==> src/rtl/rll_enc_ctrl.sv <==
// Sequencer for a shared bit-serial RLL encoder: serialises words MSB-first, tracks encoder
// latency with a tag pipe and packs returned code pairs into output words. Macro: RLL_FLUSH_EN.
module rll_enc_ctrl #(
  parameter int unsigned DATA_W     = 8,
  parameter int unsigned ENC_LAT    = 2,
  parameter int unsigned FLUSH_BITS = 4
) (
  input  logic                        clk_i,
  input  logic                        rst_i,
  input  logic [DATA_W-1:0]           s_data_i,
  input  logic                        s_valid_i,
  input  logic                        s_last_i,
  output logic                        s_ready_o,
  output logic                        enc_en_o,
  output logic                        enc_bit_o,
  input  logic [1:0]                  enc_code_i,
  output logic [2*DATA_W-1:0]         m_data_o,
  output logic [$clog2(DATA_W+1)-1:0] m_npairs_o,
  output logic                        m_last_o,
  output logic                        m_valid_o,
  input  logic                        m_ready_i,
  output logic                        busy_o
);
  localparam int unsigned BCW = (DATA_W > 1) ? $clog2(DATA_W) : 1;
  localparam int unsigned NPW = $clog2(DATA_W+1);
  localparam logic [BCW-1:0] BIT_LAST = BCW'(DATA_W-1);
`ifdef RLL_FLUSH_EN
  localparam logic [BCW-1:0] FL_LAST = BCW'(FLUSH_BITS-1);
`endif

  if (ENC_LAT < 1 || ENC_LAT > 8 || FLUSH_BITS < 1 || FLUSH_BITS > DATA_W) begin : g_param_check
    $error("rll_enc_ctrl: ENC_LAT or FLUSH_BITS out of range");
  end

  // ST_LWAIT is the between-words wait of SHIFT: encoder frozen, slave port open.
  typedef enum logic [2:0] {ST_IDLE, ST_SHIFT, ST_LWAIT, ST_FLUSH, ST_DRAIN} state_t;

  state_t              r_state, w_state_nxt;
  logic [DATA_W-1:0]   r_word, w_word_nxt;
  logic                r_last, w_last_nxt;
  logic [BCW-1:0]      r_bit_cnt, w_bit_cnt_nxt;
  logic [ENC_LAT-1:0]  r_tag_v, r_tag_l;
  logic                w_tag_v, w_tag_l;
  logic [2*DATA_W-1:0] r_coll, w_coll_base, w_coll_ins;
  logic [NPW-1:0]      r_cnt, w_cnt_base;
  logic                r_m_valid, r_m_last;
  logic                w_en, w_stall, w_take, w_accept;

  // Both ports: a transfer happens on a rising edge where valid and ready are both 1;
  // a held output word (valid=1, ready=0) keeps data, npairs and last unchanged.
  assign w_accept = r_m_valid && m_ready_i;
  assign w_stall  = r_m_valid && !m_ready_i && r_tag_v[ENC_LAT-1];
  assign w_take   = w_en && r_tag_v[ENC_LAT-1];

  always_comb begin
    w_state_nxt   = r_state;
    w_word_nxt    = r_word;
    w_last_nxt    = r_last;
    w_bit_cnt_nxt = r_bit_cnt;
    w_en          = 1'b0;
    w_tag_v       = 1'b0;
    w_tag_l       = 1'b0;
    enc_bit_o     = 1'b0;
    s_ready_o     = 1'b0;
    case (r_state)
      ST_IDLE: begin
        s_ready_o = !rst_i;
        if (s_valid_i) begin
          w_word_nxt    = s_data_i;
          w_last_nxt    = s_last_i;
          w_bit_cnt_nxt = '0;
          w_state_nxt   = ST_SHIFT;
        end
      end
      ST_SHIFT: begin
        w_en      = !w_stall;
        enc_bit_o = r_word[DATA_W-1];
        w_tag_v   = 1'b1;
`ifndef RLL_FLUSH_EN
        w_tag_l   = r_last && (r_bit_cnt == BIT_LAST);
`endif
        if (w_en) begin
          w_word_nxt    = r_word << 1;
          w_bit_cnt_nxt = r_bit_cnt + BCW'(1);
          if (r_bit_cnt == BIT_LAST) begin
            w_bit_cnt_nxt = '0;
            if (r_last) begin
`ifdef RLL_FLUSH_EN
              w_state_nxt = ST_FLUSH;
`else
              w_state_nxt = ST_DRAIN;
`endif
            end else begin
              s_ready_o = 1'b1;
              if (s_valid_i) begin
                w_word_nxt = s_data_i;
                w_last_nxt = s_last_i;
              end else begin
                w_state_nxt = ST_LWAIT;
              end
            end
          end
        end
      end
      ST_LWAIT: begin
        s_ready_o = 1'b1;
        if (s_valid_i) begin
          w_word_nxt    = s_data_i;
          w_last_nxt    = s_last_i;
          w_bit_cnt_nxt = '0;
          w_state_nxt   = ST_SHIFT;
        end
      end
      ST_FLUSH: begin
`ifdef RLL_FLUSH_EN
        w_en    = !w_stall;
        w_tag_v = 1'b1;
        w_tag_l = (r_bit_cnt == FL_LAST);
        if (w_en) begin
          w_bit_cnt_nxt = r_bit_cnt + BCW'(1);
          if (r_bit_cnt == FL_LAST) begin
            w_bit_cnt_nxt = '0;
            w_state_nxt   = ST_DRAIN;
          end
        end
`else
        w_state_nxt = ST_DRAIN;
`endif
      end
      ST_DRAIN: begin
        w_en = !w_stall;
        if (!(|r_tag_v) && (!r_m_valid || m_ready_i)) w_state_nxt = ST_IDLE;
      end
      default: w_state_nxt = ST_IDLE;
    endcase
  end

  // A pair can only arrive while the held word is being accepted, so it starts a fresh word.
  always_comb begin
    w_cnt_base  = r_m_valid ? '0 : r_cnt;
    w_coll_base = r_m_valid ? '0 : r_coll;
    w_coll_ins  = w_coll_base;
    for (int i = 0; i < int'(DATA_W); i++) begin
      if (w_cnt_base == NPW'(i)) w_coll_ins[2*(int'(DATA_W)-1-i) +: 2] = enc_code_i;
    end
  end

  always_ff @(posedge clk_i) begin
    if (rst_i) begin
      r_state   <= ST_IDLE;
      r_word    <= '0;
      r_last    <= 1'b0;
      r_bit_cnt <= '0;
      r_tag_v   <= '0;
      r_tag_l   <= '0;
      r_coll    <= '0;
      r_cnt     <= '0;
      r_m_valid <= 1'b0;
      r_m_last  <= 1'b0;
    end else begin
      r_state   <= w_state_nxt;
      r_word    <= w_word_nxt;
      r_last    <= w_last_nxt;
      r_bit_cnt <= w_bit_cnt_nxt;
      if (w_en) begin
        for (int i = int'(ENC_LAT) - 1; i > 0; i--) begin
          r_tag_v[i] <= r_tag_v[i-1];
          r_tag_l[i] <= r_tag_l[i-1];
        end
        r_tag_v[0] <= w_tag_v;
        r_tag_l[0] <= w_tag_l;
      end
      if (w_take) begin
        r_coll    <= w_coll_ins;
        r_cnt     <= w_cnt_base + NPW'(1);
        r_m_valid <= (w_cnt_base == NPW'(DATA_W-1)) || r_tag_l[ENC_LAT-1];
        r_m_last  <= r_tag_l[ENC_LAT-1];
      end else if (w_accept) begin
        r_coll    <= '0;
        r_cnt     <= '0;
        r_m_valid <= 1'b0;
        r_m_last  <= 1'b0;
      end
    end
  end

  assign enc_en_o   = w_en;
  assign m_data_o   = r_coll;
  assign m_npairs_o = r_cnt;
  assign m_last_o   = r_m_last;
  assign m_valid_o  = r_m_valid;
  assign busy_o     = (r_state != ST_IDLE);
endmodule

==> config.mk <==
export PLATFORM = sky130hd
export DESIGN_NAME = rll_enc_ctrl
export DESIGN_NICKNAME = d
export VERILOG_FILES = /design/src/rtl/rll_enc_ctrl.sv
export SDC_FILE = /design/constraint.sdc
export NUM_CORES = 1
export LEC_CHECK = 0
export CAP_MARGIN = 20
export CORE_ASPECT_RATIO = 0.6
export CORE_MARGIN = 2
export CORE_UTILIZATION = 45
export CTS_CLUSTER_DIAMETER = 100
export CTS_CLUSTER_SIZE = 25
export DETAILED_ROUTE_END_ITERATION = 12
export HOLD_SLACK_MARGIN = 0.08
export PLACE_DENSITY = 0.72
export SLEW_MARGIN = 20
export SYNTH_ARGS = -nofsm -noshare
export SYNTH_HDL_FRONTEND = slang
export SYNTH_SLANG_ARGS = --single-unit
export TNS_END_PERCENT = 30
==> constraint.sdc <==
create_clock -name clk_i -period 4.2 [get_ports clk_i]
set_input_delay 0.84 -clock clk_i [delete_from_list [all_inputs] [get_ports clk_i]]
set_output_delay 0.84 -clock clk_i [all_outputs]
set_load 0.02 [all_outputs]
* After elaboration in Yosys (flattened, before gate mapping)
Cells that the tools add are included.
Storage, ports and cells: logic and storage cells 124, input bits 15, output and inout port bits 26, bits in registers 41
Cells by class: eq/ne operators 25, reduce and logical (&&, ||, !) cells 32, $add $sub $neg 2, mux-type cells 48
Operator list (number):
- $mux 16 | 3
- $mux 8 | 5
- $mux 3 | 9
- $ne 3x2->1 const B | 8
- $eq 4x3->1 const B | 4
- $mux 2 | 8
- $pmux 8 s2 | 1
- $reduce_and 2->1 | 8
- $mux 1 | 15
- $mux 4 | 3
- $pmux 3 s4 | 1
- $eq 4x2->1 const B | 2
- $eq 3x2->1 const B | 2
- $eq 3x3->1 const B | 2
- $logic_and 1x1->1 | 6
- $ne 2x2->1 const B | 3
- $pmux 3 s2 | 1
- $reduce_or 2->1 | 3
- $logic_not 1->1 | 5
- $reduce_and 5->1 | 1
- $add 4x1->4 const B | 1
- $eq 4x1->1 const B | 1
- $logic_not 4->1 | 1
- $reduce_and 4->1 | 1
- other kinds (11) | 13

* Logic depth before layout (Yosys ltp)
depth in word-level cells 8, mapped depth 8, depth with buffers taken out 6

* Worst setup path after synthesis
Ideal clock, no wire load.
kind input -> output, start point input m_ready_i, end point output s_ready_o, setup slack 1.598 ns, stages on the path 3, required time 3.360 ns, arrival time 1.762 ns, path buffers 0, cells stage by stage nand3b_1 a31oi_1 a311oi_1
Between the ends: longest elaborated chain between the ends 5
RTL lines:
- start, declared | RTL line 21 | input logic m_ready_i,
- $logic_not 1->1 | RTL line 52 | assign w_stall = r_m_valid && !m_ready_i && r_tag_v[ENC_LAT-1];
- $logic_and 1x1->1 (2 in a row) | RTL line 52
- $mux 1 | RTL line 82 | if (w_en) begin
- $pmux 1 s3 | RTL line 65 | case (r_state)
- end, declared | RTL line 13 | output logic s_ready_o,
No other way between the ends.

* Worst setup path in the final report
Ends and elaborated chain as after synthesis.

==> results by group <==
Timing
  • Slew Limit Fails: 0
  • Fin crit period: 3.58 ns
  • Max Clock Skew: 0.00312 ns
  • Setup TNS: 0 ns
  • RSZ-0062 raised after global routing: false
  • Worst-Margin Slew: 0.611 ns
  • Max-slew headroom: 59.2%
  • Final period util: 85.1%
  • Fmax: 280 MHz
  • Final hold violations: 0
  • Final count of negative-setup-slack endpoints: 0

Clocking
  • Worst-skew pair later-pin latency: 0.29 ns
  • CTS buffer count: 5
  • Reg clk slew, reported paths: 0.08 ns
  • Post-CTS setup buffer count: 0
  • Max Root-Sink Buffers: 2
  • Root buf cell: clkbuf_8
  • CTS Hold Bufs: 0
  • CTS tree: yes
  • Clock Sinks: 41
  • CTS resizes: 0
  • Max H-tree Level: 2

Synth
  • Yosys cell types: 45
  • Synth warnings: 0
  • Post-Synthesis Cell Area: 1990 µm²
  • Avg Inst Size Synth: 9.00 µm²
  • Count leader, synth: dfxtp_1
  • Yosys top cell by area: dfxtp_1
  • Commonest cells in the synthesized netlist: dfxtp_1, nand2_1, nor2_1
  • Post-synthesis register bit count: 41
  • Area share of the largest cell type after synthesis: 41.3%
  • FFs w/ async S/R, synth: 0%
  • Largest cells by area after synthesis: dfxtp_1, mux2i_1, a21oi_1
  • Post-synthesis sequential area ratio: 41.3%
  • Ys flop type: dfxtp_1
  • EDFF count, synth: 0
  • Cells after Synth: 221
  • Post-Syn Nets: 242

Global route
  • Global-route congestion overflow total: 0
  • Total track usage: 18.8%
  • Vias in the first global route: 1516
  • First-pass GRT wire length: 7570 µm
  • Initial antenna violation count: 0
  • Largest net degree at the start of global routing: 32

Min path
  • Worst Hold Depth: 2
  • Hold endpoint: m_data_o[12]
  • Hold Crit Class: reg2reg
  • Start point of the worst hold path: m_data_o[12]

Run
  • Max Cap Violations: 0

Floorplan
  • Chip width: 89.8 µm
  • Initial Util: 47.7%
  • Full die area: 4990 µm²
  • Core area: 4170 µm²
  • Io pins: 41
  • Die H: 55.5 µm
  • Cell Rows: 18

Final layout
  • Proportion of layout cells with a drive suffix above 1: 8.11%
  • Area grow syn2layout: 27.2%
  • # diodes: 0
  • Area of all placed cells without fillers: 2530 µm²
  • Nets: 279

Worst setup path
  • Flop-to-flop setup slack: 2.31 ns
  • R2R depth: 6
  • Worst Path Arrival: 2.74 ns
  • Worst Path Required: 3.36 ns
  • Crit path from: m_ready_i
  • Crit start category: input pin
  • Worst r2r dst: r_word[1]
  • Critical Path Fanout Max: 6
  • Critical R2R Launch: r_bit_cnt[0]
  • Critical path class: in2out
  • Crit. End Element: output pin

Routing
  • DRC Markers: 0
  • Routed via count: 1734
  • Routed vias/inst: 5.44
  • Pre-antenna DRT Iters: 4
  • Routed WL per cell: 14.3 µm
  • Routed WL: 4570 µm
  • Routed Antenna Nets: 0
  • Initial DRC Count: 106

Pwr
  • Leak: 0.000959 µW
  • PD cells: 329 nW/µm²
  • Maximum vdd drop: 0.000164 V

Place
  • Post-DP Area: 2410 µm²
  • Buffers on Ports: 40
  • Placer Congestion: 0.846
  • Detailed-placement wirelength estimate: 3320 µm

Outcome
  • Status: finished, final reports clean
[per-stage QoR]
stage | power, µW | setup slack, ns | utilization [%] | std cells | hold WS (ns)
6_report | 833 | 0.624 | 60.8 | 319 | 0.454
5_1_grt | 863 | 0.472 | 60.8 | 319 | 0.476
4_1_cts | 838 | 0.631 | 60.8 | 319 | 0.452
3_5_place_dp | 513 | 0.633 | 58.0 | 311 | 0.442
3_3_place_gp | 512 | 0.636 | 58.0 | 311 | 0.442
2_1_floorplan | 482 | 1.60 | - | 221 | 0.431
[worst max-delay path by stage]
stage and end:
5_1_grt s_ready_o, 6_report s_ready_o, 3_5_place_dp s_ready_o, 2_1_floorplan s_ready_o
4_1_cts s_ready_o, 3_3_place_gp s_ready_o
[placed cells by master, fill, tap and decap left out, drive strengths merged, types with 2 or more instances in the layout]
master         Yosys  final
nand3              6      6
clkdlybuf4s50      0     40
o21ai              2      2
nand2             21     21
o22ai              9      9
o211ai             2      2
nor3b              3      3
a211oi             8      8
a21oi             17     17
mux2i             10     10
nand3b             4      4
nor3               3      3
ha                 6      6
nand4              3      3
clkbuf             7      7
nor2              19     19
nor4               2      2
or3b               2      2
inv               12     12
or2                2      2
nand2b             5      5
a21o               5      5
a32oi              2      2
a31oi              2      2
dfxtp             41     41
nor2b              4      4
o2bb2ai            8      8
[where the power goes]
group          switching [µW]  total (µW)  internal [µW]
combinational            48.9        94.8           45.9
sequential               9.83         410            400
clock                     135         329            194
total                     193         833            640
[area by class of cell]
class,count,area (µm²)
Clock buffer,7,86.3
Sequential cell,41,821
Fill cell,375,1640
Timing Repair Buffer,41,408
Clock inverter,1,30.0
Inverter,12,45.0
Tap cell,60,75.1
Multi-Input combinational cell,157,1070
[layer usage]
layer	up-vias	GRT usage, %	part of all wire [%]
li1	885	-	-
met1	788	30.5	55
met2	58	24.0	38
met3	3	4.37	6.5
met4	0	5.27	0.50
met5	-	0	0
[cells by family after synthesis]
family,count (synthesis),synth area share (%)
muxes,10,5.03
and+or+nand+nor,79,21.8
adders and majority gates,6,3.77
buffers and inverters,23,5.16
DFF,41,41.3
xor gates and xnor gates,1,0.818
AOI/OAI and AO/OA,61,22.1
[registers in the layout, indices dropped and copies added (netlist names)]
| signal | flops |
|---|---|
| m_data_o | 16 |
| r_word | 8 |
| m_npairs_o | 4 |
| r_bit_cnt | 3 |
| r_state | 3 |
| r_tag_l | 2 |
| r_tag_v | 2 |
| m_last_o | 1 |
| m_valid_o | 1 |
| r_last | 1 |
[critical path, cell delays in order]
cell and delay, ns:
clkdlybuf4s50_1 0.60, nand3b_1 0.28, a31oi_1 0.12, a311oi_1 0.25
clkdlybuf4s50_1 0.64
No activity file was read; power rests on OpenSTA's default activity.
